===== config.mk =====
export PLATFORM = sky130hd
export DESIGN_NAME = dec_7seg_flat
export DESIGN_NICKNAME = d
export VERILOG_FILES = /design/src/rtl/dec_7seg_if.sv /design/src/rtl/dec_7seg.sv /design/src/flat_wrapper.sv
export SDC_FILE = /design/constraint.sdc
export NUM_CORES = 1
export LEC_CHECK = 0
export CORE_AREA = 2 2 39 41
export CTS_BUF_LIST = sky130_fd_sc_hd__clkbuf_4
export CTS_CLUSTER_SIZE = 8
export DETAILED_ROUTE_END_ITERATION = 6
export DIE_AREA = 0 0 41 43
export GPL_ROUTABILITY_DRIVEN = 0
export GPL_TIMING_DRIVEN = 0
export SKIP_CTS_REPAIR_TIMING = 1
export SLEW_MARGIN = 30
export SYNTH_ARGS = -nofsm -noshare
export SYNTH_HDL_FRONTEND = slang
export SYNTH_SLANG_ARGS = --single-unit

===== constraint.sdc =====
create_clock -name clk -period 2.2 [get_ports clk]
set_clock_uncertainty 0.2 [all_clocks]
set_input_delay 0.44 -clock clk [delete_from_list [all_inputs] [get_ports clk]]
set_output_delay 0.44 -clock clk [all_outputs]
set_load 0.02 [all_outputs]

===== src/rtl/dec_7seg_if.sv =====
// rtl/dec_7seg_if.sv - nibble-in / segments-out bundle for one display digit
interface dec_7seg_if;
  logic [3:0] X;
  logic       a;
  logic       b;
  logic       c;
  logic       d;
  logic       e;
  logic       f;
  logic       g;

  modport master (
    output X,
    input  a, b, c, d, e, f, g
  );

  modport slave (
    input  X,
    output a, b, c, d, e, f, g
  );
endinterface


===== src/rtl/dec_7seg.sv =====
// rtl/dec_7seg.sv - registered hex-to-seven-segment decoder, one clock latency
module dec_7seg #(
  parameter bit ACTIVE_LOW = 1'b0
) (
  input  logic       clk,
  input  logic       rst,
  dec_7seg_if.slave  seg_if
);

  // Polarity mask: applied to both decoded patterns and the blank reset value
  localparam logic [6:0] POL_MASK = {7{ACTIVE_LOW}};

  logic [6:0] lit;
  logic [6:0] seg_d;
  logic [6:0] seg_q;

  // Bit order is {a,b,c,d,e,f,g}, a in the MSB
  always_comb begin
    lit = 7'b0000000;
    case (seg_if.X)
      4'h0:    lit = 7'b1111110;
      4'h1:    lit = 7'b0110000;
      4'h2:    lit = 7'b1101101;
      4'h3:    lit = 7'b1111001;
      4'h4:    lit = 7'b0110011;
      4'h5:    lit = 7'b1011011;
      4'h6:    lit = 7'b1011111;
      4'h7:    lit = 7'b1110000;
      4'h8:    lit = 7'b1111111;
      4'h9:    lit = 7'b1111011;
      4'hA:    lit = 7'b1110111;
      4'hB:    lit = 7'b0011111;
      4'hC:    lit = 7'b1001110;
      4'hD:    lit = 7'b0111101;
      4'hE:    lit = 7'b1001111;
      4'hF:    lit = 7'b1000111;
      default: lit = 7'b0000000;
    endcase
    seg_d = lit ^ POL_MASK;
  end

  always_ff @(posedge clk) begin
    if (rst) begin
      seg_q <= POL_MASK;
    end else begin
      seg_q <= seg_d;
    end
  end

  assign seg_if.a = seg_q[6];
  assign seg_if.b = seg_q[5];
  assign seg_if.c = seg_q[4];
  assign seg_if.d = seg_q[3];
  assign seg_if.e = seg_q[2];
  assign seg_if.f = seg_q[1];
  assign seg_if.g = seg_q[0];

endmodule


===== src/flat_wrapper.sv =====
// flat-port wrapper written by rule: the top's interface ports become plain ports
module dec_7seg_flat 
#(
  parameter bit ACTIVE_LOW = 1'b0
)
  (clk, rst, seg_if_X, seg_if_a, seg_if_b, seg_if_c, seg_if_d, seg_if_e, seg_if_f, seg_if_g);
  dec_7seg_if seg_if_i ();
  input  logic clk;
  input  logic rst;
  input wire logic [$bits(seg_if_i.X)-1:0] seg_if_X;
  output wire logic [$bits(seg_if_i.a)-1:0] seg_if_a;
  output wire logic [$bits(seg_if_i.b)-1:0] seg_if_b;
  output wire logic [$bits(seg_if_i.c)-1:0] seg_if_c;
  output wire logic [$bits(seg_if_i.d)-1:0] seg_if_d;
  output wire logic [$bits(seg_if_i.e)-1:0] seg_if_e;
  output wire logic [$bits(seg_if_i.f)-1:0] seg_if_f;
  output wire logic [$bits(seg_if_i.g)-1:0] seg_if_g;
  assign seg_if_i.X = seg_if_X;
  assign seg_if_a = seg_if_i.a;
  assign seg_if_b = seg_if_i.b;
  assign seg_if_c = seg_if_i.c;
  assign seg_if_d = seg_if_i.d;
  assign seg_if_e = seg_if_i.e;
  assign seg_if_f = seg_if_i.f;
  assign seg_if_g = seg_if_i.g;
  dec_7seg #(.ACTIVE_LOW(ACTIVE_LOW)) u_core (.clk(clk), .rst(rst), .seg_if(seg_if_i));
endmodule

==> results of run 1 <==
## routing by layer
metal | routed length [um] | vias up | share of wire (%)
met3 | 58 | 0 | 8.7
met2 | 335 | 13 | 50
met4 | 0 | 0 | 0
met1 | 274 | 148 | 41
li1 | - | 188 | -
met5 | 0 | - | 0
## worst paths after layout
check | cells after the start | slack [ns] | endpoint | start
hold / removal | 2 | 0.70 | u_core.seg_q[2]$_SDFF_PP0_ | rst
setup / recovery | 6 | 0.37 | u_core.seg_q[5]$_SDFF_PP0_ | seg_if_X[0]
## cells by family after synthesis
kind of cell / Yosys count / share of synthesized area, %
adders and majority gates: 7 / 20.8
DFF: 7 / 33.3
AOI/OAI and AO/OA: 9 / 15.8
buffers and inverters: 5 / 6.55
and+or+nand+nor: 18 / 23.5
## synthesized netlist by cell type
master	count
nor2_1	1
nor3_1	1
buf_2	1
o211a_1	1
o21ai_1	1
nor2b_1	2
inv_1	3
a221oi_1	2
nand2_2	1
a211oi_1	1
nand3b_1	2
nor2_2	1
o211ai_1	1
nand2_1	5
ha_1	7
nand2b_1	3
nand3_1	1
a21oi_1	2
buf_6	1
o32ai_1	1
dfxtp_1	7
and2b_1	1
## through the flow
step                      setup WS, ns  power (mW)
after floorplan                  0.762       0.189
after detailed placement         0.117       0.227
final                            0.373       0.346
after global routing             0.233       0.366
after global placement           0.104       0.227
after CTS                        0.356       0.351
## cell type report
type	count	area share [%]
Buffer	2	2.75
Tap cell	16	3.39
Multi-Input combinational cell	34	42.8
Sequential cell	7	23.7
Inverter	3	1.91
Clock buffer	4	5.08
Timing Repair Buffer	12	20.3
## where the power goes
group	total [mW]	internal [mW]	switching, mW	leakage (nW)
Clock	0.122	0.0811	0.0408	0.0184
Combinational	0.0846	0.0430	0.0416	0.192
Sequential	0.139	0.137	0.00204	0.0587
==> impl_metrics.json, run 1 <==
{
  "run_status": "finished, final reports clean",
  "critical_path_peak_fanout": 4,
  "ys_ff_latch": 7,
  "drtPass1Iterations": 2,
  "timing.critical_path.slowest_cell_delay_ns": 0.52,
  "hpwl_um": 574,
  "yosysTopAreaCellShare_pct": 33.3,
  "ctsRootBufferMaster": "clkbuf_4",
  "die-width_um": 41,
  "layout.core_utilization_pct": 42.7,
  "cts_htree_levels": 1,
  "rsz_0062_raised_after_global_routing": "no",
  "timing.final.crit_period_ns": 1.83,
  "cts_tree": "built",
  "floorplan.die_area_sq_mm": 0.00176,
  "layout.cells.most_common_list": "clkdlybuf4s50_1 (12), ha_1 (7), dfxtp_1 (7)",
  "top_flop_regs": "u_core.seg_q: 7 flops",
  "post-route-drc-count": 0,
  "final_antenna_net_count": 0,
  "fillerInstances": 149,
  "synth_cell_types": 22,
  "path_cells": "clkdlybuf4s50_1 -> inv_1 -> ha_1 -> and2b_1 -> o21ai_1 -> o211a_1",
  "layout.area.seq_sq_um": 140,
  "total_area_of_multi_input_combinational_cells_sq_um": 253,
  "most_flops_register": "u_core.seg_q",
  "die_height_um": 43,
  "clockBufferDepth": 2,
  "cts.sink_count": 7,
  "crit_required_ns": 2.19,
  "synthToLayoutAreaGrowth_pct": 40.5,
  "crit_family": "buffers and inverters",
  "finalCritPeriodShare_pct": 83.1,
  "grt_pass1_vias": 322,
  "finalSetupViolations": 0,
  "dp_area_sq_um": 561,
  "busiest_layer": "met2",
  "path_class": "in2reg",
  "netlist_area_pre_place_sq_um": 420,
  "grt_pass1_wl_um": 1190,
  "hold_ws_ns": 0.699,
  "place_inst": 74,
  "synth_warnings": 0,
  "dr_total_vias": 349,
  "detail_route.wirelength_um": 668,
  "use_met1_pct": 11.3,
  "cap_violations": 0,
  "grt_overflow": 0,
  "hp-class": "in2reg",
  "largest_register_ffs": 7,
  "port_buffers": 12,
  "cellLeakagePower_nw": 0.269,
  "synth_largest_area_cell": "dfxtp_1",
  "track_usage_pct": 9.85,
  "stdcell_count": 78,
  "cts_made_buffers": 3,
  "io_pins": 13,
  "arrival_time_of_data_at_the_critical_path_endpoint_ns": 1.82,
  "standard_cell_rows": 14,
  "power_density_cells_mw_per_mm2": 586,
  "slowest_stage": "clkdlybuf4s50_1",
  "syn_area_per_cell_sq_um": 9.14,
  "synth.yosys.seq_area_share_pct": 33.3,
  "grt_antenna_before_repair": 0,
  "antenna-diode-count": 0,
  "drv_slew": 0,
  "core_area_sq_mm": 0.00138,
  "initial_utilization_pct": 30.4,
  "final-hold-violation-count": 0,
  "crit_start_category": "input port",
  "ir_drop_uv": 132,
  "post_synth_main_area_contributors": "dfxtp_1 (33%), ha_1 (21%), nand2_1 (4.5%)",
  "synth.net_count": 59,
  "fmax_mhz": 547,
  "final_net_count": 76,
  "met3_demand_to_capacity_share_in_global_routing_pct": 1.57,
  "most_common_cell_after_layout_fill_and_taps_aside": "clkdlybuf4s50_1",
  "stdcell_area_sq_um": 591,
  "cts.clk_slew.worst_paths_ns": 0.05,
  "cp.buffers_inverters": 2,
  "tightest_slew_ns": 0.242,
  "drt_first_iter_violations": 2,
  "post_synth_inst_count": 46,
  "grt.met2_usage_pct": 15.0,
  "post_drt_via_cell_ratio": 4.47,
  "maxSlewHeadroom_pct": 83.8,
  "fraction_of_layout_cells_with_a_size_suffix_above_1_pct": 12.9,
  "setup_tns_ns": 0,
  "kind_of_capture_point_of_the_worst_setup_path": "register",
  "drt-wirelength-per-cell_um": 8.56,
  "largest_net_degree_at_the_start_of_global_routing": 11
}
Power figures use the tool's default switching activity.
==> run 2: changes to the inputs <==
==> constraint.sdc (replaced) <==
create_clock -name clk -period 1.58 [get_ports clk]
set_clock_uncertainty 0.2 [all_clocks]
set_input_delay 0.316 -clock clk [delete_from_list [all_inputs] [get_ports clk]]
set_output_delay 0.316 -clock clk [all_outputs]
set_load 0.02 [all_outputs]
==> run 2 against run 1 <==
Net effect:
- sequential power grew 39%
- largest cell class unchanged
- critical path depth is 2 lower
- global-route usage stayed put
- die area is the same
- power up 38%
- critical endpoint is now u_core.seg_q[4]$_SDFF_PP0_
- non-clock buffer count unchanged
- highest routed layer unchanged
==> impl_metrics.json, run 2 (synthesized netlist as in run 1, its figures left out) <==
{
  "finalCritPeriodShare_pct": 85.8,
  "grt_overflow": 0,
  "kind_of_capture_point_of_the_worst_setup_path": "register",
  "final_antenna_net_count": 0,
  "hpwl_um": 574,
  "initial_utilization_pct": 30.4,
  "cts_made_buffers": 3,
  "grt_antenna_before_repair": 0,
  "detail_route.wirelength_um": 707,
  "most_flops_register": "u_core.seg_q",
  "dp_area_sq_um": 561,
  "worst_hold_path.num_cells": 3,
  "cts.clk_slew.worst_paths_ns": 0.05,
  "arrival_time_of_data_at_the_critical_path_endpoint_ns": 1.30,
  "layout.cells.most_common_list": "dlymetal6s2s_1 (9), ha_1 (7), dfxtp_1 (7)",
  "rsz_0062_raised_after_global_routing": "no",
  "drt_first_iter_violations": 1,
  "track_usage_pct": 9.85,
  "finalSetupViolations": 0,
  "timing.final.crit_period_ns": 1.36,
  "run_status": "finished, final reports clean",
  "standard_cell_rows": 14,
  "floorplan.die_area_sq_mm": 0.00176,
  "port_buffers": 12,
  "drv_slew": 0,
  "cts_tree": "built",
  "io_pins": 13,
  "ir_drop_uv": 183,
  "final_net_count": 76,
  "hold_ws_ns": 0.285,
  "fraction_of_layout_cells_with_a_size_suffix_above_1_pct": 16.1,
  "top_flop_regs": "u_core.seg_q: 7 flops",
  "synthToLayoutAreaGrowth_pct": 45.8,
  "fillerInstances": 146,
  "cts.sink_count": 7,
  "largest_net_degree_at_the_start_of_global_routing": 11,
  "antenna-diode-count": 0,
  "cap_violations": 0,
  "grt_pass1_wl_um": 1190,
  "crit_start_category": "input port",
  "drtPass1Iterations": 3,
  "final-hold-violation-count": 0,
  "stdcell_area_sq_um": 613,
  "die-width_um": 41,
  "cts_htree_levels": 1,
  "ctsRootBufferMaster": "clkbuf_4",
  "timing.critical_path.to": "u_core.seg_q[4]$_SDFF_PP0_",
  "critical_path_peak_fanout": 10,
  "tightest_slew_ns": 0.238,
  "layout.area.seq_sq_um": 140,
  "drt-wirelength-per-cell_um": 9.06,
  "grt_pass1_vias": 322,
  "die_height_um": 43,
  "core_area_sq_mm": 0.00138,
  "cellLeakagePower_nw": 0.371,
  "post-route-drc-count": 0,
  "largest_register_ffs": 7,
  "power_density_cells_mw_per_mm2": 781,
  "maxSlewHeadroom_pct": 84.1,
  "total_area_of_multi_input_combinational_cells_sq_um": 253,
  "clockBufferDepth": 2,
  "path_class": "in2reg",
  "fmax_mhz": 737,
  "most_common_cell_after_layout_fill_and_taps_aside": "dlymetal6s2s_1",
  "dr_total_vias": 347,
  "crit_start": "seg_if_X[3]",
  "hp-class": "in2reg",
  "post_drt_via_cell_ratio": 4.45,
  "crit_required_ns": 1.53
}
## run 2: cell count changes in the layout (fill, tap and decap cells not counted)
cell / delta
inv_2: +2
clkdlybuf4s50_1: -9
dlymetal6s2s_1: +9
inv_1: -2
## run 2: through the flow
stage	utilization, %	total power [mW]	TNS (ns)	std cells	worst slack (ns)
6_report	44.3	0.479	0	78	0.224
5_1_grt	44.3	0.506	0	78	0.103
4_1_cts	42.7	0.489	-0.842	78	-0.140
3_5_place_dp	40.5	0.317	-1.95	74	-0.379
3_3_place_gp	40.5	0.316	-1.99	74	-0.392
2_1_floorplan	-	0.263	0	46	0.266
## run 2: how the worst min path moves through the flow
stage,start,end,slack (ns)
floorplan,rst,u_core.seg_q[3]$_SDFF_PP0_,0.19
global placement,rst,u_core.seg_q[2]$_SDFF_PP0_,0.82
detailed placement,rst,u_core.seg_q[2]$_SDFF_PP0_,0.83
CTS,rst,u_core.seg_q[2]$_SDFF_PP0_,0.58
global route,seg_if_X[1],u_core.seg_q[0]$_SDFF_PP0_,0.32
finish,seg_if_X[1],u_core.seg_q[0]$_SDFF_PP0_,0.29
## run 2: power breakdown
group | internal, mW | switching [mW] | leakage, nW
Clock | 0.113 | 0.0573 | 0.0184
Sequential | 0.191 | 0.00220 | 0.0587
Combinational | 0.0564 | 0.0590 | 0.294
Total | 0.360 | 0.119 | 0.371
## run 2: cell type report
type | instances | share of cell area, %
buffer | 2 | 2.65
clock buffer | 4 | 4.90
inverter | 3 | 1.84
multi-input combinational | 34 | 41.2
sequential | 7 | 22.9
tap | 16 | 3.27
timing repair buffer | 12 | 23.3
## run 2: layer usage
metal  vias to the layer above  part of all wire (%)  track usage [%]
li1                        188                     -                -
met1                       148                    39             11.3
met2                        11                    51             15.0
met3                         0                   9.9             1.57
met4                         0                     0             8.00
met5                         -                     0                0
## run 2: worst max-delay path, cell delays in order
cell	delay [ns]
clkdlybuf4s50_1	0.52
buf_6	0.15
nor2_2	0.04
a221oi_1	0.27
